--- config.mk ---
export PLATFORM = sky130hd
export DESIGN_NAME = bird_motion_ctrl
export DESIGN_NICKNAME = d
export VERILOG_FILES = /design/src/rtl/bird_motion_ctrl.sv
export SDC_FILE = /design/constraint.sdc
export NUM_CORES = 1
export LEC_CHECK = 0
export BUFFER_PORTS_ARGS = -buffer_cell sky130_fd_sc_hd__buf_2
export CORE_MARGIN = 4
export CORE_UTILIZATION = 40
export CTS_CLUSTER_DIAMETER = 40
export DETAILED_ROUTE_END_ITERATION = 12
export PLACE_DENSITY = 0.68
export SKIP_CTS_REPAIR_TIMING = 1
export SLEW_MARGIN = 20
export SYNTH_ARGS = -nofsm -noshare
export SYNTH_HDL_FRONTEND = slang
export SYNTH_SLANG_ARGS = --single-unit
--- constraint.sdc ---
create_clock -name CLK -period 4.7 [get_ports CLK]
set_input_delay 0.47 -clock CLK [delete_from_list [all_inputs] [get_ports CLK]]
set_output_delay 0.47 -clock CLK [all_outputs]
set_load 0.05 [all_outputs]
--- src/rtl/bird_motion_ctrl.sv ---
`default_nettype none
// ============================================================================
// Module      : bird_motion_ctrl
// Description : Vertical-motion and game-phase controller for the bird.
//               Treats the debouncer's single-cycle FLAP pulse as a flap
//               request and the per-frame TICK as the motion update strobe.
//               Integrates gravity and flap impulses into a signed velocity
//               and an unsigned screen Y, and tracks the game phase
//               (IDLE, PLAY, DYING, OVER).
// Ports       : CLK        - system clock
//               RESET      - asynchronous, active-high reset
//               FLAP       - one-cycle flap request
//               TICK       - one-cycle frame tick
//               HIT        - pipe-collision level
//               BIRD_Y     - registered bird Y (pixels, 0 = top)
//               BIRD_VEL   - registered signed velocity (negative = up)
//               PLAYING    - high in PLAY and DYING
//               GAME_OVER  - high in OVER
//               FLAP_CNT   - flaps applied this game, saturating at 255
// Revision    : 1.0 - initial release
// ============================================================================
module bird_motion_ctrl #(
  parameter int Y_W      = 10,
  parameter int V_W      = 6,
  parameter int Y_INIT   = 240,
  parameter int CEIL_Y   = 0,
  parameter int FLOOR_Y  = 440,
  parameter int GRAVITY  = 1,
  parameter int FLAP_VEL = 8,
  parameter int MAX_FALL = 10
) (
  input  logic           CLK,
  input  logic           RESET,
  input  logic           FLAP,
  input  logic           TICK,
  input  logic           HIT,
  output logic [Y_W-1:0] BIRD_Y,
  output logic [V_W-1:0] BIRD_VEL,
  output logic           PLAYING,
  output logic           GAME_OVER,
  output logic [7:0]     FLAP_CNT
);

  // Position arithmetic is done two bits wider and signed so that a flap
  // near the top or a fall near the bottom cannot wrap before clamping.
  localparam int c_ys_w = Y_W + 2;
  // Velocity arithmetic gets one guard bit so VEL+GRAVITY cannot wrap
  // before it is compared against the terminal velocity.
  localparam int c_vx_w = V_W + 1;

  localparam logic [Y_W-1:0]           c_y_init   = Y_W'(Y_INIT);
  localparam logic [Y_W-1:0]           c_ceil_y   = Y_W'(CEIL_Y);
  localparam logic [Y_W-1:0]           c_floor_y  = Y_W'(FLOOR_Y);
  localparam logic signed [c_ys_w-1:0] c_ceil_s   = c_ys_w'(CEIL_Y);
  localparam logic signed [c_ys_w-1:0] c_floor_s  = c_ys_w'(FLOOR_Y);
  localparam logic signed [c_vx_w-1:0] c_grav_x   = c_vx_w'(GRAVITY);
  localparam logic signed [c_vx_w-1:0] c_max_x    = c_vx_w'(MAX_FALL);
  localparam logic [V_W-1:0]           c_max_fall = V_W'(MAX_FALL);
  localparam logic [V_W-1:0]           c_flap_up  = V_W'(-FLAP_VEL);
  localparam logic [7:0]               c_cnt_max  = 8'hFF;

  typedef enum logic [1:0] {
    S_IDLE  = 2'd0,
    S_PLAY  = 2'd1,
    S_DYING = 2'd2,
    S_OVER  = 2'd3
  } state_t;

  state_t         r_state;
  logic [Y_W-1:0] r_y;
  logic [V_W-1:0] r_vel;
  logic [7:0]     r_cnt;
  logic           r_pend;
  logic           r_playing;
  logic           r_game_over;

  logic                     w_flap_apply;
  logic                     w_motion;
  logic signed [c_vx_w-1:0] w_vel_ext;
  logic signed [c_vx_w-1:0] w_vel_inc;
  logic [V_W-1:0]           w_vel_grav;
  logic [V_W-1:0]           w_vel_new;
  logic signed [c_ys_w-1:0] w_y_sum;
  logic                     w_ceil_hit;
  logic                     w_land;

  // Next-motion datapath. Only consumed by the register block when
  // w_motion is high.
  always_comb begin
    // A FLAP arriving together with the TICK counts as pending, so the
    // flap takes effect in that same tick.
    w_flap_apply = (r_state == S_PLAY) && (r_pend || FLAP);

    // HIT wins over TICK in PLAY: the cycle that enters DYING has no motion.
    w_motion = TICK && (((r_state == S_PLAY) && !HIT) || (r_state == S_DYING));

    w_vel_ext = $signed({r_vel[V_W-1], r_vel});
    w_vel_inc = w_vel_ext + c_grav_x;
    if (w_vel_inc > c_max_x) begin
      w_vel_grav = c_max_fall;
    end else begin
      w_vel_grav = w_vel_inc[V_W-1:0];
    end

    w_vel_new = w_flap_apply ? c_flap_up : w_vel_grav;

    w_y_sum = $signed({2'b00, r_y})
            + $signed({{(c_ys_w - V_W){w_vel_new[V_W-1]}}, w_vel_new});

    w_ceil_hit = (w_y_sum <= c_ceil_s);
    w_land     = (w_y_sum >= c_floor_s);
  end

  // Game-phase FSM with motion registers and registered phase outputs.
  always_ff @(posedge CLK or posedge RESET) begin
    if (RESET) begin
      r_state     <= S_IDLE;
      r_y         <= c_y_init;
      r_vel       <= '0;
      r_cnt       <= '0;
      r_pend      <= 1'b0;
      r_playing   <= 1'b0;
      r_game_over <= 1'b0;
    end else begin
      case (r_state)
        S_IDLE: begin
          r_y   <= c_y_init;
          r_vel <= '0;
          if (FLAP) begin
            // This flap is the starting flap; the first TICK applies it.
            r_state   <= S_PLAY;
            r_pend    <= 1'b1;
            r_playing <= 1'b1;
          end
        end

        S_PLAY: begin
          if (HIT) begin
            r_state <= S_DYING;
            r_vel   <= '0;
            r_pend  <= 1'b0;
          end else if (FLAP && !TICK) begin
            // Repeated flaps between ticks merge into one pending flap.
            r_pend <= 1'b1;
          end
        end

        S_DYING: begin
          // FLAP is ignored; only gravity acts (handled by the motion write).
          r_pend <= 1'b0;
        end

        S_OVER: begin
          if (FLAP) begin
            r_state     <= S_IDLE;
            r_y         <= c_y_init;
            r_vel       <= '0;
            r_cnt       <= '0;
            r_pend      <= 1'b0;
            r_game_over <= 1'b0;
          end
        end

        default: begin
          r_state <= S_IDLE;
        end
      endcase

      // Motion write. Placed after the case so that landing overrides the
      // state assignment above and takes effect in the same update.
      if (w_motion) begin
        if (w_flap_apply) begin
          r_pend <= 1'b0;
          if (r_cnt != c_cnt_max) begin
            r_cnt <= r_cnt + 8'd1;
          end
        end

        if (w_ceil_hit) begin
          r_y   <= c_ceil_y;
          r_vel <= '0;
        end else if (w_land) begin
          r_y         <= c_floor_y;
          r_vel       <= '0;
          r_state     <= S_OVER;
          r_playing   <= 1'b0;
          r_game_over <= 1'b1;
        end else begin
          r_y   <= w_y_sum[Y_W-1:0];
          r_vel <= w_vel_new;
        end
      end
    end
  end

  assign BIRD_Y    = r_y;
  assign BIRD_VEL  = r_vel;
  assign PLAYING   = r_playing;
  assign GAME_OVER = r_game_over;
  assign FLAP_CNT  = r_cnt;

endmodule
`default_nettype wire

# Word level (Yosys, flattened, before mapping)
# Cells that the tools add are included.
[op_classes] add_sub_neg=3 order_cmp=3 eq_ne=6 muxes=42 reduce_logical=13
[ops] op="$mux 6" n=7
[ops] op="$mux 10" n=4
[ops] op="$mux 8" n=5
[ops] op="$pmux 10 s2" n=1
[ops] op="$pmux 6 s3" n=1
[ops] op="$mux 1" n=16
[ops] op="$add 11x6->12" n=1
[ops] op="$ge 12x10->1 const B" n=1
[ops] op="$le 12x1->1 const B" n=1
[ops] op="$mux 2" n=6
[ops] op="$add 8x1->8 const B" n=1
[ops] op="$ne 8x8->1 const B" n=1
[ops] op="$add 6x2->7 const B" n=1
[ops] op="$gt 7x5->1 const B" n=1
[ops] op="$ne 3x3->1 const B" n=2
[ops] op="$pmux 2 s3" n=1
[ops] op="$eq 2x2->1 const B" n=2
[ops] op="$logic_and 1x1->1" n=4
[ops] op="$pmux 1 s4" n=1
[ops] op="$reduce_bool 4->1" n=1
[ops] op="$reduce_and 3->1" n=1
[ops] op="$reduce_bool 3->1" n=1
[ops] op="$eq 2x1->1 const B" n=1
[ops] op="$logic_not 1->1" n=2
[ops] op="3 further kinds" n=4
[totals] ff_bits=29 in_bits=5 output_inout_bits=26 elab_cells=74

# Logic depth before layout (Yosys ltp)
[depth] depth_word=9 depth_mapped=19 depth_no_buf=18

# Worst setup path after synthesis
# OpenSTA, ideal clock, no wires.
[synth_path] kind="register -> register" startpoint="register r_vel[1], in the netlist BIRD_VEL[1]" endpoint="register r_y[0], in the netlist BIRD_Y[0]" setup_ps=121 arrival_ps=4234 slack_ps=344 stages_incl_launch_ff=19 period_less_slack_ps=4356 path_cell_list="dfrtp_1 -> ha_1 -> xnor2_1 -> o21a_1 -> o21ai_0 -> nor3_1 -> nor3_1 -> or2_2 -> nor2_1 -> ha_1 -> ha_1 -> a21oi_1 -> nor2_1 -> o211ai_4 -> a221o_2 -> a2111oi_4 -> nor3_2 -> o21a_4 -> a32o_2"
[synth_between] elab_chain_len=9 word_cells_on_any_way=10 classes_between="add/sub: 2; order compare: 3; mux: 5"
[synth_lines] item="start, declared" line_no="71" source="logic [V_W-1:0] r_vel;"
[synth_lines] item="start signal, assigned" line_no="190" source="r_vel <= w_vel_new;"
[synth_lines] item="$add 6x2->7 *" line_no="98" source="w_vel_inc = w_vel_ext + c_grav_x;"
[synth_lines] item="$gt 7x5->1" line_no="99" source="if (w_vel_inc > c_max_x) begin"
[synth_lines] item="$mux 6 *" line_no="99"
[synth_lines] item="$mux 6 *" line_no="105" source="w_vel_new = w_flap_apply ? c_flap_up : w_vel_grav;"
[synth_lines] item="$add 11x6->12 *" line_no="108" source="+ $signed({{(c_ys_w - V_W){w_vel_new[V_W-1]}}, w_vel_new});"
[synth_lines] item="$ge 12x10->1" line_no="111" source="w_land = (w_y_sum >= c_floor_s);"
[synth_lines] item="$mux 10" line_no="182" source="end else if (w_land) begin"
[synth_lines] item="$mux 10 *" line_no="179" source="if (w_ceil_hit) begin"
[synth_lines] item="$mux 10 *" line_no="171" source="if (w_motion) begin"
[synth_lines] item="end signal, assigned" line_no="118" source="r_y <= c_y_init;"
[synth_lines] item="end signal, assigned" line_no="180" source="r_y <= c_ceil_y;"
[synth_lines] item="end signal, assigned" line_no="183" source="r_y <= c_floor_y;"
[synth_lines] item="end, declared" line_no="70" source="logic [Y_W-1:0] r_y;"
# Every way passes the cells marked *; elsewhere a longest branch is shown, timed or not.
# A chain may end at the register's enable or synchronous reset.

# Final worst setup path
[layout_path] startpoint="register r_vel[0], in the netlist BIRD_VEL[0]" endpoint="register r_vel[0], in the netlist BIRD_VEL[0]"
[layout_between] elab_chain_len=9 word_cells_on_any_way=10 classes_between="add/sub: 2; order compare: 3; mux: 5"
[layout_lines] item="$add 6x2->7 *" line_no="98"
[layout_lines] item="$gt 7x5->1" line_no="99"
[layout_lines] item="$mux 6 *" line_no="99"
[layout_lines] item="$mux 6 *" line_no="105"
[layout_lines] item="$add 11x6->12" line_no="108"
[layout_lines] item="$ge 12x10->1" line_no="111"
[layout_lines] item="$mux 6" line_no="182"
[layout_lines] item="$mux 6 *" line_no="179"
[layout_lines] item="$mux 6 *" line_no="171"
# Marked as above.

==> parameters.txt <==
Parameter                              Value

Cells and area
  Nets ... 361
  Antenna Cells ... 0
  Relative area change from synthesis to final layout ... 13.4%
  Number of fill cells ... 625
  Fraction of layout cells with a size suffix above 1 ... 23.4%

Worst hold path
  Type of the worst min-delay path ... input port to asynchronous set/reset pin

Detailed routing
  DR DRC count ... 0
  Length of the first detailed-routing pass in iterations ... 5
  Total number of vias ... 2409
  Post-Route WL ... 6.54 mm
  Detailed router's first-iteration violation count ... 126
  Post-detailed-route wirelength per cell ... 15.8 um
  Detailed-route vias per instance ... 5.80
  ANT nets after route ... 0

Global route
  Initial antenna violation count ... 0
  Wire length of the first global-routing pass ... 11.3 mm
  Via count of the first global-routing pass ... 2291
  Pin count of the biggest net entering global routing ... 30
  Total congestion overflow after global routing ... 0
  Gr usage total ... 17.8%

Worst setup path
  Critical Path End Type ... flop
  Worst Path Max Fanout ... 10
  Critical-path top delay cell ... sky130_fd_sc_hd__dfrtp_1
  Cells on worst reg2reg path ... 17
  Signal arrival time at the worst endpoint ... 4650 ps
  Type of the setup path with the least slack ... flop to flop
  Required time at the endpoint of the critical path ... 4880 ps
  Stage delay of the slowest cell on the critical path ... 400 ps
  Sequence of cells on the critical path ... buf_4 > ha_1 > o21a_1 > o21ai_0 > a21oi_1 > nor3_2 > nand3b_1 > ha_2 > and2_1 > a221oi_4 > o21ai_1 > o22a_1 > or2_1 > xnor2_1 > a31o_2 > o211ai_2 > o41ai_1
  Element type at the critical path start ... flop

Run status
  Run status ... completed

Clock network
  Number of buffers created by CTS ... 5
  Clock latency on the worst-skew pair ... 290 ps
  Clock slew at the register clock pins of the worst setup and hold paths ... 70 ps
  Clock tree from TritonCTS ... yes
  Deepest clock path buffer count ... 2
  Root Buffer Master ... sky130_fd_sc_hd__clkbuf_8
  Number of levels in the clock H-tree ... 2
  Count of clock tree sinks ... 29

Timing
  Final setup skew ... 8.59 ps
  Count of final setup violators ... 0
  Slew HR ... 53.0%
  Time the final worst path needs with I/O delays and setup ... 4470 ps
  Fmax ... 224 MHz
  Final hold viol count ... 0
  Hold slack ... 253 ps
  Number of slew-limit violations in the final report ... 0
  Final period util ... 95.1%
  Worst-margin pin slew ... 696 ps

Logic synthesis
  Unique masters post-synth ... 70
  Number of flops mapped to enable cells by yosys ... 0
  Cells after synthesis ... 308
  Share of synthesized registers carrying an async set or reset ... 100%
  Mean instance size in the synthesized netlist ... 8.66 um2
  Post-Syn Area ... 2670 um2
  Top_reg_cell synth ... sky130_fd_sc_hd__dfrtp_1
  Yosys top cell area share ... 23.4%
  Portion of the post-synthesis area used by sequential elements ... 27.4%
  Synthesis-stage register bit count ... 29
  Net Count, Synth ... 332
  Main area contributors after synthesis ... sky130_fd_sc_hd__dfrtp_1 23%, sky130_fd_sc_hd__ha_1 8.9%, sky130_fd_sc_hd__o21ai_0 5.6%, sky130_fd_sc_hd__nand2_1 4.2%, sky130_fd_sc_hd__dfstp_2 3.9%
  Cell taking the most area after synthesis ... sky130_fd_sc_hd__dfrtp_1
  Synthesis Warnings ... 0

Floorplan
  # IOs ... 31
  Area of the core ... 6420 um2
  Die outline area ... 8040 um2
  Horizontal extent of the die ... 89.7 um
  Die height ... 89.7 um
  Standard-cell rows ... 29
  Starting utilization of the core area ... 41.6%

Placed design
  Placer Congestion ... 0.903
  Final HPWL DP ... 5.10 mm
  IO buf count ... 30

Job
  Number of max-cap violations ... 0
==> cell usage in the layout (no fill, tap or decap), types with 2 or more instances in the layout <==
| master | n |
|---|---|
| sky130_fd_sc_hd__dfstp_2 | 4 |
| sky130_fd_sc_hd__o211a_1 | 6 |
| sky130_fd_sc_hd__nor2_1 | 22 |
| sky130_fd_sc_hd__clkbuf_8 | 6 |
| sky130_fd_sc_hd__a21o_1 | 4 |
| sky130_fd_sc_hd__o21ai_1 | 9 |
| sky130_fd_sc_hd__nor3_2 | 3 |
| sky130_fd_sc_hd__a21oi_1 | 16 |
| sky130_fd_sc_hd__or2_2 | 2 |
| sky130_fd_sc_hd__ha_2 | 2 |
| sky130_fd_sc_hd__nand2_1 | 30 |
| sky130_fd_sc_hd__or3_1 | 2 |
| sky130_fd_sc_hd__o211ai_1 | 2 |
| sky130_fd_sc_hd__a21boi_0 | 2 |
| sky130_fd_sc_hd__xnor2_1 | 7 |
| sky130_fd_sc_hd__xor2_1 | 2 |
| sky130_fd_sc_hd__mux2i_1 | 2 |
| sky130_fd_sc_hd__nand2b_1 | 5 |
| sky130_fd_sc_hd__o31ai_1 | 8 |
| sky130_fd_sc_hd__a211oi_1 | 3 |
| sky130_fd_sc_hd__o21ai_0 | 29 |
| sky130_fd_sc_hd__a31oi_1 | 3 |
| sky130_fd_sc_hd__inv_1 | 14 |
| sky130_fd_sc_hd__o21a_1 | 4 |
| sky130_fd_sc_hd__ha_1 | 17 |
| sky130_fd_sc_hd__and3_1 | 6 |
| sky130_fd_sc_hd__o31ai_2 | 2 |
| sky130_fd_sc_hd__buf_2 | 30 |
| sky130_fd_sc_hd__nor3_1 | 8 |
| sky130_fd_sc_hd__a22o_1 | 2 |
| sky130_fd_sc_hd__dfrtp_1 | 24 |
| sky130_fd_sc_hd__or2_1 | 3 |
| sky130_fd_sc_hd__nand3_1 | 12 |
| sky130_fd_sc_hd__a32o_2 | 2 |
==> worst paths after layout <==
kind	from	endpoint	slack [ps]
min reg2reg	GAME_OVER	GAME_OVER	490
min in group CLK	GAME_OVER	GAME_OVER	490
max	BIRD_VEL[0]	BIRD_VEL[0]	230
min	RESET	BIRD_VEL[4]	250
max reg2reg	BIRD_VEL[0]	BIRD_VEL[0]	230
max in group asynchronous	RESET	BIRD_VEL[1]	4020
==> cell type report <==
type | instances | area, um2 | area share (%)
repair buffers | 31 | 158 | 5.21
flip-flops and latches | 29 | 732 | 24.2
inverters | 15 | 56.3 | 1.86
clock buffers | 6 | 82.6 | 2.73
well taps | 77 | 96.3 | 3.18
clock inverters | 2 | 37.5 | 1.24
multi-input cells | 255 | 1860 | 61.6
==> metal layers <==
metal  GRT usage, %  part of all wire [%]
met1           24.3                    47
met2           29.0                    49
met3           3.38                   3.8
met4           4.47                  0.96
met5              0                     0
==> critical path, delay by kind of cell (launching register included) <==
family	cells	cell delay [ps]
AND/OR/NAND/NOR	4	950
adder cells (fa/ha/maj)	2	710
flip-flops	1	400
AO/OA/AOI/OAI	9	1930
buffers and inverters	1	180
XOR/XNOR	1	210
==> kinds of logic (layout without fill, tap and decap cells) <==
kind of cell | after synthesis | in the layout | synth area share (%)
AO/OA/AOI/OAI | 117 | 117 | 33.6
XOR/XNOR | 11 | 11 | 3.89
adder cells (fa/ha/maj) | 19 | 19 | 8.91
buffers and inverters | 24 | 54 | 4.74
flip-flops | 29 | 29 | 27.4
multiplexers | 2 | 2 | 0.750
AND/OR/NAND/NOR | 106 | 106 | 20.7
==> metrics by stage <==
step,cells,setup TNS (ps),util (%),worst slack (ps),area [um2]
after floorplan,308,0,-,344,2670
after global placement,407,0,44.4,253,2850
after detailed placement,407,0,44.4,136,2850
after CTS,415,0,46.3,95.1,2970
after global routing,415,-43.0,47.1,-38.4,3030
final,415,0,47.1,230,3030
==> cells in the mapped netlist, drive strengths merged, types with 4 or more instances <==
master / count
a211oi: 4
a21o: 4
a21oi: 16
and3: 6
buf: 7
dfrtp: 25
dfstp: 4
ha: 19
inv: 15
nand2: 31
nand2b: 5
nand3: 12
nor2: 23
nor3: 11
o211a: 6
o211ai: 4
o21a: 5
o21ai: 39
o31ai: 11
or2: 5
xnor2: 8
==> flip-flops by register name, indices dropped and copies added, names as in the netlist <==
register / count
FLAP_CNT: 8
GAME_OVER: 1
BIRD_VEL: 6
r_state: 2
BIRD_Y: 10
PLAYING: 1
r_pend: 1
Power is left out: the tool's default activity adds up to more than one toggle a clock period on the data nets, which glitch-free logic cannot reach.
